$ cat src/rtl/booth_pkg.sv
`default_nettype none
// ============================================================================
// Module   : booth_pkg
// Brief    : Shared types and helpers for the sequential radix-4 Booth multiplier
// Revision : 1.0
// ============================================================================
package booth_pkg;

    typedef enum logic [1:0] {
        IDLE = 2'd0,
        RUN  = 2'd1,
        DONE = 2'd2
    } state_t;

    typedef enum logic [2:0] {
        D_ZERO = 3'd0,
        D_P1   = 3'd1,
        D_P2   = 3'd2,
        D_M1   = 3'd3,
        D_M2   = 3'd4
    } digit_t;

    // Extended operand width: always even and wide enough to hold a sign bit
    // above an unsigned N-bit value.
    function automatic int ext_width(input int n);
        return ((n % 2) == 0) ? n + 2 : n + 1;
    endfunction

endpackage
`default_nettype wire

$ cat src/rtl/booth_r4_digit.sv
`default_nettype none
// ============================================================================
// Module   : booth_r4_digit
// Brief    : Radix-4 Booth triplet decoder and partial-product generator
// Revision : 1.0
// ============================================================================
module booth_r4_digit
    import booth_pkg::*;
#(
    parameter int W = 16
) (
    input  logic [2:0]   i_triplet,
    input  logic [W-1:0] i_mcand,
    output logic [W-1:0] o_pp
);

    digit_t       w_digit;
    logic [W-1:0] w_mag;

    always_comb begin
        w_digit = D_ZERO;
        unique case (i_triplet)
            3'b001, 3'b010: w_digit = D_P1;
            3'b011:         w_digit = D_P2;
            3'b100:         w_digit = D_M2;
            3'b101, 3'b110: w_digit = D_M1;
            default:        w_digit = D_ZERO;
        endcase
    end

    always_comb begin
        w_mag = ((w_digit == D_P2) || (w_digit == D_M2)) ? (i_mcand << 1) : i_mcand;
        o_pp  = '0;
        unique case (w_digit)
            D_P1, D_P2: o_pp = w_mag;
            D_M1, D_M2: o_pp = ~w_mag + 1'b1;
            default:    o_pp = '0;
        endcase
    end

endmodule
`default_nettype wire

$ cat src/rtl/booth_seq_mult.sv
`default_nettype none
// ============================================================================
// Module   : booth_seq_mult
// Brief    : Sequential radix-4 Booth multiplier, one digit per clock,
//            signed/unsigned, start/ready/done handshake, registered product
// Revision : 1.0
// ============================================================================
module booth_seq_mult
    import booth_pkg::*;
#(
    parameter int N = 8
) (
    input  logic           clk,
    input  logic           rst,
    input  logic           start,
    input  logic           signed_mode,
    input  logic [N-1:0]   a,
    input  logic [N-1:0]   b,
    output logic           ready,
    output logic           done,
    output logic [2*N-1:0] product
);

    localparam int E     = ext_width(N);
    localparam int STEPS = E / 2;
    localparam int c_aw  = E + N + 2;
    localparam int c_cw  = $clog2(STEPS + 1);

    state_t            r_state;
    state_t            w_next;
    logic              w_capture;
    logic [c_cw-1:0]   r_count;
    logic [c_aw-1:0]   r_acc;
    logic [c_aw-1:0]   r_mcand;
    logic [E:0]        r_mplier;
    logic [2*N-1:0]    r_product;
    logic [c_aw-1:0]   w_pp;
    logic [c_aw-1:0]   w_a_ext;
    logic [E-1:0]      w_b_ext;

    assign w_a_ext = {{(c_aw - N){signed_mode & a[N-1]}}, a};
    assign w_b_ext = {{(E - N){signed_mode & b[N-1]}}, b};

    booth_r4_digit #(
        .W (c_aw)
    ) u_digit (
        .i_triplet (r_mplier[2:0]),
        .i_mcand   (r_mcand),
        .o_pp      (w_pp)
    );

    always_ff @(posedge clk) begin
        if (rst) r_state <= IDLE;
        else     r_state <= w_next;
    end

    always_comb begin
        w_next    = r_state;
        ready     = 1'b0;
        done      = 1'b0;
        w_capture = 1'b0;
        unique case (r_state)
            IDLE: begin
                ready = 1'b1;
                if (start) begin
                    w_capture = 1'b1;
                    w_next    = RUN;
                end
            end
            RUN: begin
                if (r_count == c_cw'(STEPS)) w_next = DONE;
            end
            DONE: begin
                ready = 1'b1;
                done  = 1'b1;
                if (start) begin
                    w_capture = 1'b1;
                    w_next    = RUN;
                end else begin
                    w_next = IDLE;
                end
            end
            default: w_next = IDLE;
        endcase
    end

    // Multiplicand walks left two places per digit while the multiplier walks
    // right, so the active triplet is always r_mplier[2:0] (bit 0 is b_ext[-1]).
    // The extra RUN cycle at count==STEPS transfers the finished sum to product.
    always_ff @(posedge clk) begin
        if (rst) begin
            r_count   <= '0;
            r_acc     <= '0;
            r_mcand   <= '0;
            r_mplier  <= '0;
            r_product <= '0;
        end else if (w_capture) begin
            r_count   <= '0;
            r_acc     <= '0;
            r_mcand   <= w_a_ext;
            r_mplier  <= {w_b_ext, 1'b0};
        end else if (r_state == RUN) begin
            if (r_count != c_cw'(STEPS)) begin
                r_acc    <= r_acc + w_pp;
                r_mcand  <= r_mcand << 2;
                r_mplier <= r_mplier >> 2;
                r_count  <= r_count + 1'b1;
            end else begin
                r_product <= r_acc[2*N-1:0];
            end
        end
    end

    assign product = r_product;

endmodule
`default_nettype wire

$ cat config.mk
export PLATFORM = sky130hd
export DESIGN_NAME = booth_seq_mult
export DESIGN_NICKNAME = d
export VERILOG_FILES = /design/src/rtl/booth_pkg.sv /design/src/rtl/booth_r4_digit.sv /design/src/rtl/booth_seq_mult.sv
export SDC_FILE = /design/constraint.sdc
export NUM_CORES = 1
export LEC_CHECK = 0
export CORE_ASPECT_RATIO = 0.7
export CORE_MARGIN = 1
export CORE_UTILIZATION = 35
export DETAILED_ROUTE_END_ITERATION = 10
export GPL_TIMING_DRIVEN = 0
export PLACE_DENSITY = 0.61
export SLEW_MARGIN = 20
export SYNTH_ARGS = -nofsm -noshare
export SYNTH_HDL_FRONTEND = slang
export SYNTH_SLANG_ARGS = --single-unit
$ cat constraint.sdc
create_clock -name clk -period 4.1 [get_ports clk]
set_input_delay 0.82 -clock clk [delete_from_list [all_inputs] [get_ports clk]]
set_output_delay 0.82 -clock clk [all_outputs]
set_load 0.02 [all_outputs]
Word-level counts from Yosys, hierarchy flattened --
Cells that the tools add are included.
Storage, ports and cells: bits in registers 72, output and inout bits 18
Operators by class: muxes and demuxes 17, reductions and logical operators 14, bitwise operators 5, add/sub/neg operators 3, equal/unequal tests 16
Operators by type and width (count):
- two-way mux 20 bit | 4
- one-hot mux 20 bit (2 select lines) | 1
- two-way mux 11 bit | 3
- adder 20 x 1 -> 20 bit, second input constant | 1
- adder 20 bit | 1
- inverter 20 bit | 1
- == test 3 bit, second input constant | 5
- == test 3 x 2 -> 1 bit, second input constant | 4
- one-hot mux 3 bit (4 select lines) | 1
- OR reduction 2 bit | 6
- == test 3 x 1 -> 1 bit, second input constant | 2
- one-hot mux 2 bit (3 select lines) | 1
- AND reduction 2 bit | 3
- two-way mux 1 bit | 5
- two-way mux 2 bit | 2
- != test 2 bit, second input constant | 2
- nonzero test 2 bit | 2
- adder 3 x 1 -> 3 bit, second input constant | 1
- != test 3 bit, second input constant | 1
- AND reduction 3 bit | 1
- AND 1 bit | 2
- == test 2 x 1 -> 1 bit, second input constant | 1
- == test 2 bit, second input constant | 1
- zero test 2 bit | 1
- other kinds (2) | 3

Longest topological paths before layout --
Gate-level depths: netlist (run 1).
depth in word-level cells 10, depth in mapped cells 20, depth with buffers taken out 18

By module --
Synthesis (run 1) repeated with hierarchy kept, for this count alone.
Second synthesis, totals: cell total of the unflattened synthesis 678, area total of the unflattened synthesis 4991.0 um^2
Modules (own cells, without submodules):
- booth_seq_mult | area each 3215.6 um^2, instances 1, cells each 405
- booth_r4_digit | area each 1775.5 um^2, instances 1, cells each 273

Worst setup path after synthesis (run 1) --
OpenSTA, ideal clock, no wires.
path type reg2reg, start point register r_mplier[1], end point register r_acc[14], stages on the path, launching flop included 21, arrival 3.957 ns, buffers on the path 2, slack 0.064 ns, required time 4.021 ns, path through dfxtp_1 -> buf_4 -> and3b_1 -> buf_2 -> nor2_2 -> mux2i_1 -> ha_1 -> inv_1 -> a311oi_1 -> nand2_1 -> o211ai_1 -> nand3_1 -> a21oi_1 -> ha_1 -> a21o_1 -> a21oi_1 -> a211oi_1 -> o41ai_1 -> o21ai_0 -> a311o_1 -> o211ai_1
On the way: word-level cells in the longest chain between the ends 10, elaborated cells between the ends (all ways) 21
RTL lines:
- start: declaration | RTL line booth_seq_mult.sv:35 | logic [E:0] r_mplier;
- start signal: assignment | RTL line booth_seq_mult.sv:101 | r_mplier <= {w_b_ext, 1'b0};
- start signal: assignment | RTL line booth_seq_mult.sv:106 | r_mplier <= r_mplier >> 2;
- == test 3 bit, or another cell as far along | RTL line booth_r4_digit.sv:22 | unique case (i_triplet)
- OR reduction 2 bit | RTL line booth_r4_digit.sv:22
- one-hot mux 3 bit (4 select lines) (*) | RTL line booth_r4_digit.sv:22
- == test 3 x 2 -> 1 bit or == test 3 bit (tied branches) | RTL line booth_r4_digit.sv:32, booth_r4_digit.sv:34
- logical OR 1 bit | RTL line booth_r4_digit.sv:32 | w_mag = ((w_digit == D_P2) || (w_digit == D_M2)) ? (i_mcand << 1) : i_mcand;
- two-way mux 20 bit | RTL line booth_r4_digit.sv:32
- inverter 20 bit | RTL line booth_r4_digit.sv:36 | D_M1, D_M2: o_pp = ~w_mag + 1'b1;
- adder 20 x 1 -> 20 bit | RTL line booth_r4_digit.sv:36
- one-hot mux 20 bit (2 select lines) (*) | RTL line booth_r4_digit.sv:34 | unique case (w_digit)
- adder 20 bit (*) | RTL line booth_seq_mult.sv:104 | r_acc <= r_acc + w_pp;
- end signal: assignment | RTL line booth_seq_mult.sv:104
- end: declaration | RTL line booth_seq_mult.sv:33 | logic [c_aw-1:0] r_acc;
Mark *: on every way between the ends. The rest lies on a longest branch, timed or not. A chain may end at the register's enable or synchronous reset.

Final worst setup path (run 1) --
start point register r_mplier[0], end point register r_acc[15]
Same word-level chain as after synthesis.

==> results of run 1 <==
[metal layers]
| metal | global-route usage (%) | wire (um) | share of wire, % |
|---|---|---|---|
| met1 | 33.1 | 6570 | 49 |
| met2 | 34.0 | 5430 | 41 |
| met3 | 6.02 | 1270 | 9.5 |
| met4 | 4.36 | 86 | 0.64 |
| met5 | 0 | 0 | 0 |
[timing repair]
action,in CTS,in global routing
setup endpoints to repair,10,7
pin swaps,11,20
endpoints found under the hold margin,0,0
buffers inserted,9,6
hold buffers,0,0
gates resized for setup,17,20
[worst min path at each step]
stage,from,slack (ps),depth (start not counted),to
2_1_floorplan,r_mplier[9]$_SDFFE_PP0P_,440,2,r_mplier[9]$_SDFFE_PP0P_
3_3_place_gp,product[14]$_SDFFE_PP0P_,440,2,product[14]$_SDFFE_PP0P_
3_5_place_dp,product[5]$_SDFFE_PP0P_,450,2,product[5]$_SDFFE_PP0P_
4_1_cts,product[7]$_SDFFE_PP0P_,450,2,product[7]$_SDFFE_PP0P_
5_1_grt,product[11]$_SDFFE_PP0P_,480,2,product[11]$_SDFFE_PP0P_
6_report,product[7]$_SDFFE_PP0P_,450,2,product[7]$_SDFFE_PP0P_
[critical path: stages, from the launching register on]
cell and delay [ps]:
dfxtp_1 300, buf_6 140, and3b_1 180, buf_6 140
nor2_4 150, mux2i_1 220, ha_2 230, inv_2 50
a311oi_4 280, buf_6 180, nand2_4 60, o21ai_2 160
a21oi_2 70, o221ai_2 180, ha_1 280, and3_4 180
a221oi_4 280, o31ai_4 140, a211o_1 330, o211a_1 160
o21ai_1 120, o31ai_1 80
[power groups by stage]
stage | registers, mW | clock network, mW | logic [mW]
4_1_cts | 0.664 | 0.795 | 0.448
6_report | 0.665 | 0.781 | 0.492
3_3_place_gp | 0.675 | 0 | 0.411
2_1_floorplan | 0.670 | 0 | 0.301
5_1_grt | 0.669 | 0.820 | 0.535
3_5_place_dp | 0.677 | 0 | 0.418
[cell type report]
class	count	area (um2)
buffer	45	201
clock buffer	12	256
clock inverter	3	42.5
fill	1142	5960
inverter	10	37.5
multi-input combinational	446	2790
sequential	63	1260
tap	153	191
timing repair buffer	51	477
[state kept, by name, summed over array words and instances, names as in the netlist]
signal	flops
r_state	2
r_acc	16
r_mplier	10
r_count	3
product	16
r_mcand	16
[cells by family after synthesis]
logic type	after synthesis	share of synthesized area (%)
AOI/OAI and AO/OA	172	27.5
adders and majority gates	19	5.97
muxes	4	1.00
buffers and inverters	55	5.57
and+or+nand+nor	231	25.0
xor gates and xnor gates	20	4.26
DFF	63	30.7
[cells in the final DEF (no fill, tap or decap), drive strengths merged, types with 8 or more instances in the layout]
cell type	count
inv	10
nand2	111
nand3	18
xor2	9
ha	18
nor3	10
a311oi	14
a21oi	42
o21ai	42
clkbuf	48
xnor2	11
dfxtp	63
a21o	8
clkdlybuf4s50	36
nor2	54
a211oi	18
buf	24
==> results.json, run 1 <==
{
  "cap_violations": 0,
  "clk_pin_slew_ps": 60,
  "drt_iter0_drc": 454,
  "p_per_area_mw_per_mm2": 369,
  "wire_per_inst_um": 17.1,
  "yosysSeqAreaShare_pct": 30.7,
  "slew_headroom_pct": 18.7,
  "hold_viol": 0,
  "clock_path_buffers": 2,
  "synth-edff-count": 0,
  "grt_remaining_overflow": 0,
  "status": "complete, no violations",
  "fmax_mhz": 248,
  "hp-class": "register to register",
  "nets": 665,
  "worstMarginPinSlew_ps": 1210,
  "core_area_mm2": 0.0112,
  "root_buffer": "clkbuf_16",
  "fin_cells": 783,
  "power_mw": 1.94,
  "reg2reg_depth": 21,
  "routed_wl_um": 13400,
  "h-tree-depth": 3,
  "die_area_mm2": 0.0122,
  "power_frac_clock_pct": 40.3,
  "drcViolationCount": 0,
  "ys_top_cells_by_count": "111 x nand2_1, 63 x dfxtp_1, 53 x nor2_1",
  "seqPwrFrac_pct": 34.3,
  "crit_arrival_ps": 4250,
  "swShare_pct": 31.4,
  "areaGrowthSynthToFinish_pct": 27.9,
  "port_buffers": 36,
  "min_period_ps": 4030,
  "cts_tree": "yes",
  "final_max_slew_viol_count": 0,
  "finalSetupViolCount": 0,
  "synth_area_mm2": 0.00411,
  "dieHeight_um": 92.7,
  "rows": 32,
  "initial_utilization_pct": 36.7,
  "ant_nets": 0,
  "rsz0062_at_grt": "true",
  "r2r-start": "r_mplier[0]$_SDFFE_PP0P_",
  "skew_ps": 8.40,
  "insertion_delay_ps": 340,
  "async_flop_share_pct": 0,
  "drtPass1Iterations": 6,
  "critPathCapture": "r_acc[15]$_SDFFE_PP0P_",
  "synth.largest_area_cell": "dfxtp_1",
  "whs_ps": 452,
  "intPower_mw": 1.33,
  "required_ps": 4320,
  "switching_power_uw": 609,
  "leakage_nw": 1.95,
  "antenna_cells": 0,
  "yosysMostFrequentCell": "nand2_1",
  "cp-start-kind": "register",
  "fin_tns_setup_ps": 0,
  "numCtsBuffers": 9,
  "p_comb_share_pct": 25.4,
  "worstPathMaxFanout": 10,
  "dp_slack_ps": -994,
  "synth_fp_nets": 603,
  "dieWidth_um": 132,
  "place_area_mm2": 0.00466,
  "ys_types": 64,
  "cts_sinks": 63,
  "ios": 38,
  "worst_slack_ps": 72.9,
  "grt_max_degree": 11,
  "synth_cells": 564,
  "critical_path_class": "register to register",
  "synthTopCellsByArea": "dfxtp_1 31%, nand2_1 10%, ha_1 5.5%",
  "gp_congestion": 0.914,
  "vias": 4430,
  "antenna_found_initial": 0,
  "grt_pass1_wl_um": 21800,
  "yosysTopAreaCellShare_pct": 30.7,
  "final_area_mm2": 0.00526,
  "synth.avg_cell_area_um2": 7.29,
  "dp_hpwl_um": 9690,
  "ys_seq_elements": 63,
  "utilization_pct": 46.9,
  "viasPerCell": 5.66,
  "drive_gt1_share_pct": 10.8,
  "dp_cells": 753,
  "max-vdd-ir-drop_v": 0.000192,
  "crit_start": "r_mplier[0]$_SDFFE_PP0P_",
  "gr-usage-all-layers_pct": 23.0,
  "rrSetupSlack_ps": 70,
  "worst_setup_path_end_kind": "register",
  "timing.rr.end": "r_acc[15]$_SDFFE_PP0P_",
  "yosysWarningCount": 0,
  "timing.final.crit_share_pct": 98.2,
  "grt_pass1_vias": 4180,
  "ys.flop_type": "dfxtp_1"
}
(Power assumes the default switching activity.)
==> run 2, diff against run 1 <==
--- a/config.mk
+++ b/config.mk
@@ -5,6 +5,7 @@
 export SDC_FILE = /design/constraint.sdc
 export NUM_CORES = 1
 export LEC_CHECK = 0
+export ABC_CLOCK_PERIOD_IN_PS = 4100
 export CORE_ASPECT_RATIO = 0.7
 export CORE_MARGIN = 1
 export CORE_UTILIZATION = 35
==> results of run 2 <==
Same layout as run 1: the final DEF is identical, and so are final timing and power.
==> run 3, diff against run 2 <==
--- a/config.mk
+++ b/config.mk
@@ -6,7 +6,7 @@
 export NUM_CORES = 1
 export LEC_CHECK = 0
 export ABC_CLOCK_PERIOD_IN_PS = 4100
-export CORE_ASPECT_RATIO = 0.7
+export CORE_ASPECT_RATIO = 0.9
 export CORE_MARGIN = 1
 export CORE_UTILIZATION = 35
 export DETAILED_ROUTE_END_ITERATION = 10
==> run 3 against run 2 <==
Compared with the run above:
- fmax decreased by 0.41%
- first-iteration DRC count decreased by 16%
- wire length rose by 1.2%
- via count shrank 0.90%
- largest power group unchanged
- highest routed layer unchanged
==> results.json, run 3 (synthesized netlist as in run 1, its figures left out) <==
{
  "worstMarginPinSlew_ps": 1090,
  "gr-usage-all-layers_pct": 23.1,
  "dp_hpwl_um": 9620,
  "numCtsBuffers": 9,
  "rrSetupSlack_ps": 60,
  "dieHeight_um": 105,
  "worst_slack_ps": 56.4,
  "worst_setup_path_end_kind": "register",
  "utilization_pct": 46.7,
  "viasPerCell": 5.57,
  "drcViolationCount": 0,
  "clock_path_buffers": 2,
  "rows": 37,
  "ant_nets": 0,
  "initial_utilization_pct": 35.9,
  "whs_ps": 452,
  "cts_sinks": 63,
  "h-tree-depth": 3,
  "antenna_found_initial": 0,
  "gp_congestion": 0.905,
  "fmax_mhz": 247,
  "port_buffers": 36,
  "hold_viol": 0,
  "required_ps": 4350,
  "drt_iter0_drc": 381,
  "vias": 4390,
  "holdPathEnd": "product[8]$_SDFFE_PP0P_",
  "timing.final.crit_share_pct": 98.6,
  "drive_gt1_share_pct": 13.0,
  "min_period_ps": 4040,
  "die_area_mm2": 0.0122,
  "drtPass1Iterations": 4,
  "finalSetupViolCount": 0,
  "leakage_nw": 1.97,
  "p_per_area_mw_per_mm2": 375,
  "grt_remaining_overflow": 0,
  "root_buffer": "clkbuf_16",
  "grt_pass1_vias": 4037,
  "fillCellCount": 1144,
  "dieWidth_um": 116,
  "timing.rr.end": "r_acc[15]$_SDFFE_PP0P_",
  "insertion_delay_ps": 340,
  "hp-class": "register to register",
  "wire_per_inst_um": 17.2,
  "crit_arrival_ps": 4300,
  "reg2reg_depth": 19,
  "final_cell_mix": "109 x nand2_1, 61 x dfxtp_1, 51 x nor2_1, 38 x a21oi_1, 36 x clkdlybuf4s50_1",
  "rsz0062_at_grt": "true",
  "clk_pin_slew_ps": 60,
  "core_area_mm2": 0.0114,
  "fin_tns_setup_ps": 0,
  "cap_violations": 0,
  "grt_max_degree": 13,
  "slew_headroom_pct": 26.5,
  "ios": 38,
  "status": "complete, no violations",
  "nets": 666,
  "r2r-start": "r_mplier[1]$_SDFFE_PP0P_",
  "skew_ps": 7.83,
  "cts_tree": "yes",
  "holdPathStages": 2,
  "max-vdd-ir-drop_v": 0.000246,
  "final_max_slew_viol_count": 0,
  "critical_path_class": "register to register",
  "grt_pass1_wl_um": 21300,
  "worstPathMaxFanout": 6,
  "areaGrowthSynthToFinish_pct": 30.1,
  "routed_wl_um": 13500,
  "antenna_cells": 0,
  "holdBufCountCts": 0,
  "layout_commonest_cell": "nand2_1",
  "dp_slack_ps": -1140,
  "worstHoldStart": "product[8]$_SDFFE_PP0P_",
  "cp-start-kind": "register"
}
[run 3: changes by cell type in the layout (fill, tap and decap cells not counted), sizes merged]
cell | previous run | this run
clkbuf | 48 | 46
buf | 24 | 25
clkinv | 1 | 2
bufinv | 1 | 2
inv | 10 | 11
[run 3: final cells by class]
cell class	instances	area [um2]	share of cell area (%)
inverters	10	37.5	0.702
plain buffers	45	203	3.79
repair buffers	52	484	9.06
well taps	156	195	3.65
clock buffers	10	229	4.28
clock inverters	6	93.8	1.76
multi-input cells	446	2840	53.1
flip-flops and latches	63	1260	23.6
[run 3: stage by stage]
step,power (mW),area (um2),instances
floorplan,0.972,4110,564
global placement,1.09,4660,756
detailed placement,1.10,4660,756
CTS,1.96,5110,778
global route,2.10,5340,788
finish,2.01,5340,788
[run 3: worst max-delay path, cell delays in order, from the launching register on]
cell,delay (ps)
dfxtp_1,300
buf_6,130
and3b_1,180
buf_6,130
nor2_4,100
mux2i_1,210
ha_2,230
inv_2,50
a311oi_4,260
buf_6,170
and3_1,180
o21ai_0,110
a21oi_2,280
ha_4,250
and3_4,200
a221oi_4,290
o31ai_4,140
a211o_1,360
o211a_1,160
o31ai_1,220
[run 3: per-layer routing]
| metal | vias to the layer above | global-route usage [%] | part of all wire [%] |
|---|---|---|---|
| met1 | 2070 | 32.8 | 48 |
| met4 | 0 | 8.70 | 2.2 |
| li1 | 2146 | - | - |
| met3 | 23 | 4.35 | 6.0 |
| met5 | - | 0 | 0 |
| met2 | 151 | 34.1 | 44 |
[run 3: how the worst max path moves through the flow]
stage | cells past startpoint | end | slack, ps | start
4_1_cts | 22 | r_acc[14]$_SDFFE_PP0P_ | 20 | r_mplier[1]$_SDFFE_PP0P_
5_1_grt | 21 | r_acc[15]$_SDFFE_PP0P_ | -70 | r_mplier[0]$_SDFFE_PP0P_
3_3_place_gp | 19 | r_acc[15]$_SDFFE_PP0P_ | -1020 | r_mplier[2]$_SDFFE_PP0P_
6_report | 19 | r_acc[15]$_SDFFE_PP0P_ | 60 | r_mplier[1]$_SDFFE_PP0P_
3_5_place_dp | 18 | r_acc[15]$_SDFFE_PP0P_ | -1140 | r_mplier[2]$_SDFFE_PP0P_
2_1_floorplan | 20 | r_acc[14]$_SDFFE_PP0P_ | 60 | r_mplier[1]$_SDFFE_PP0P_
[run 3: where the power goes]
group	internal, mW	total, mW	switching (mW)	leakage (nW)
clock	0.536	0.835	0.299	0.153
sequential	0.642	0.667	0.0249	0.515
combinational	0.193	0.503	0.310	1.30
[run 3: timing repair]
action | 4_1_cts | 5_1_grt
hold endpoints to repair | 0 | 0
endpoints found under the setup margin | 9 | 6
setup buffers | 6 | 10
pin swaps | 7 | 23
gates resized for setup | 18 | 36
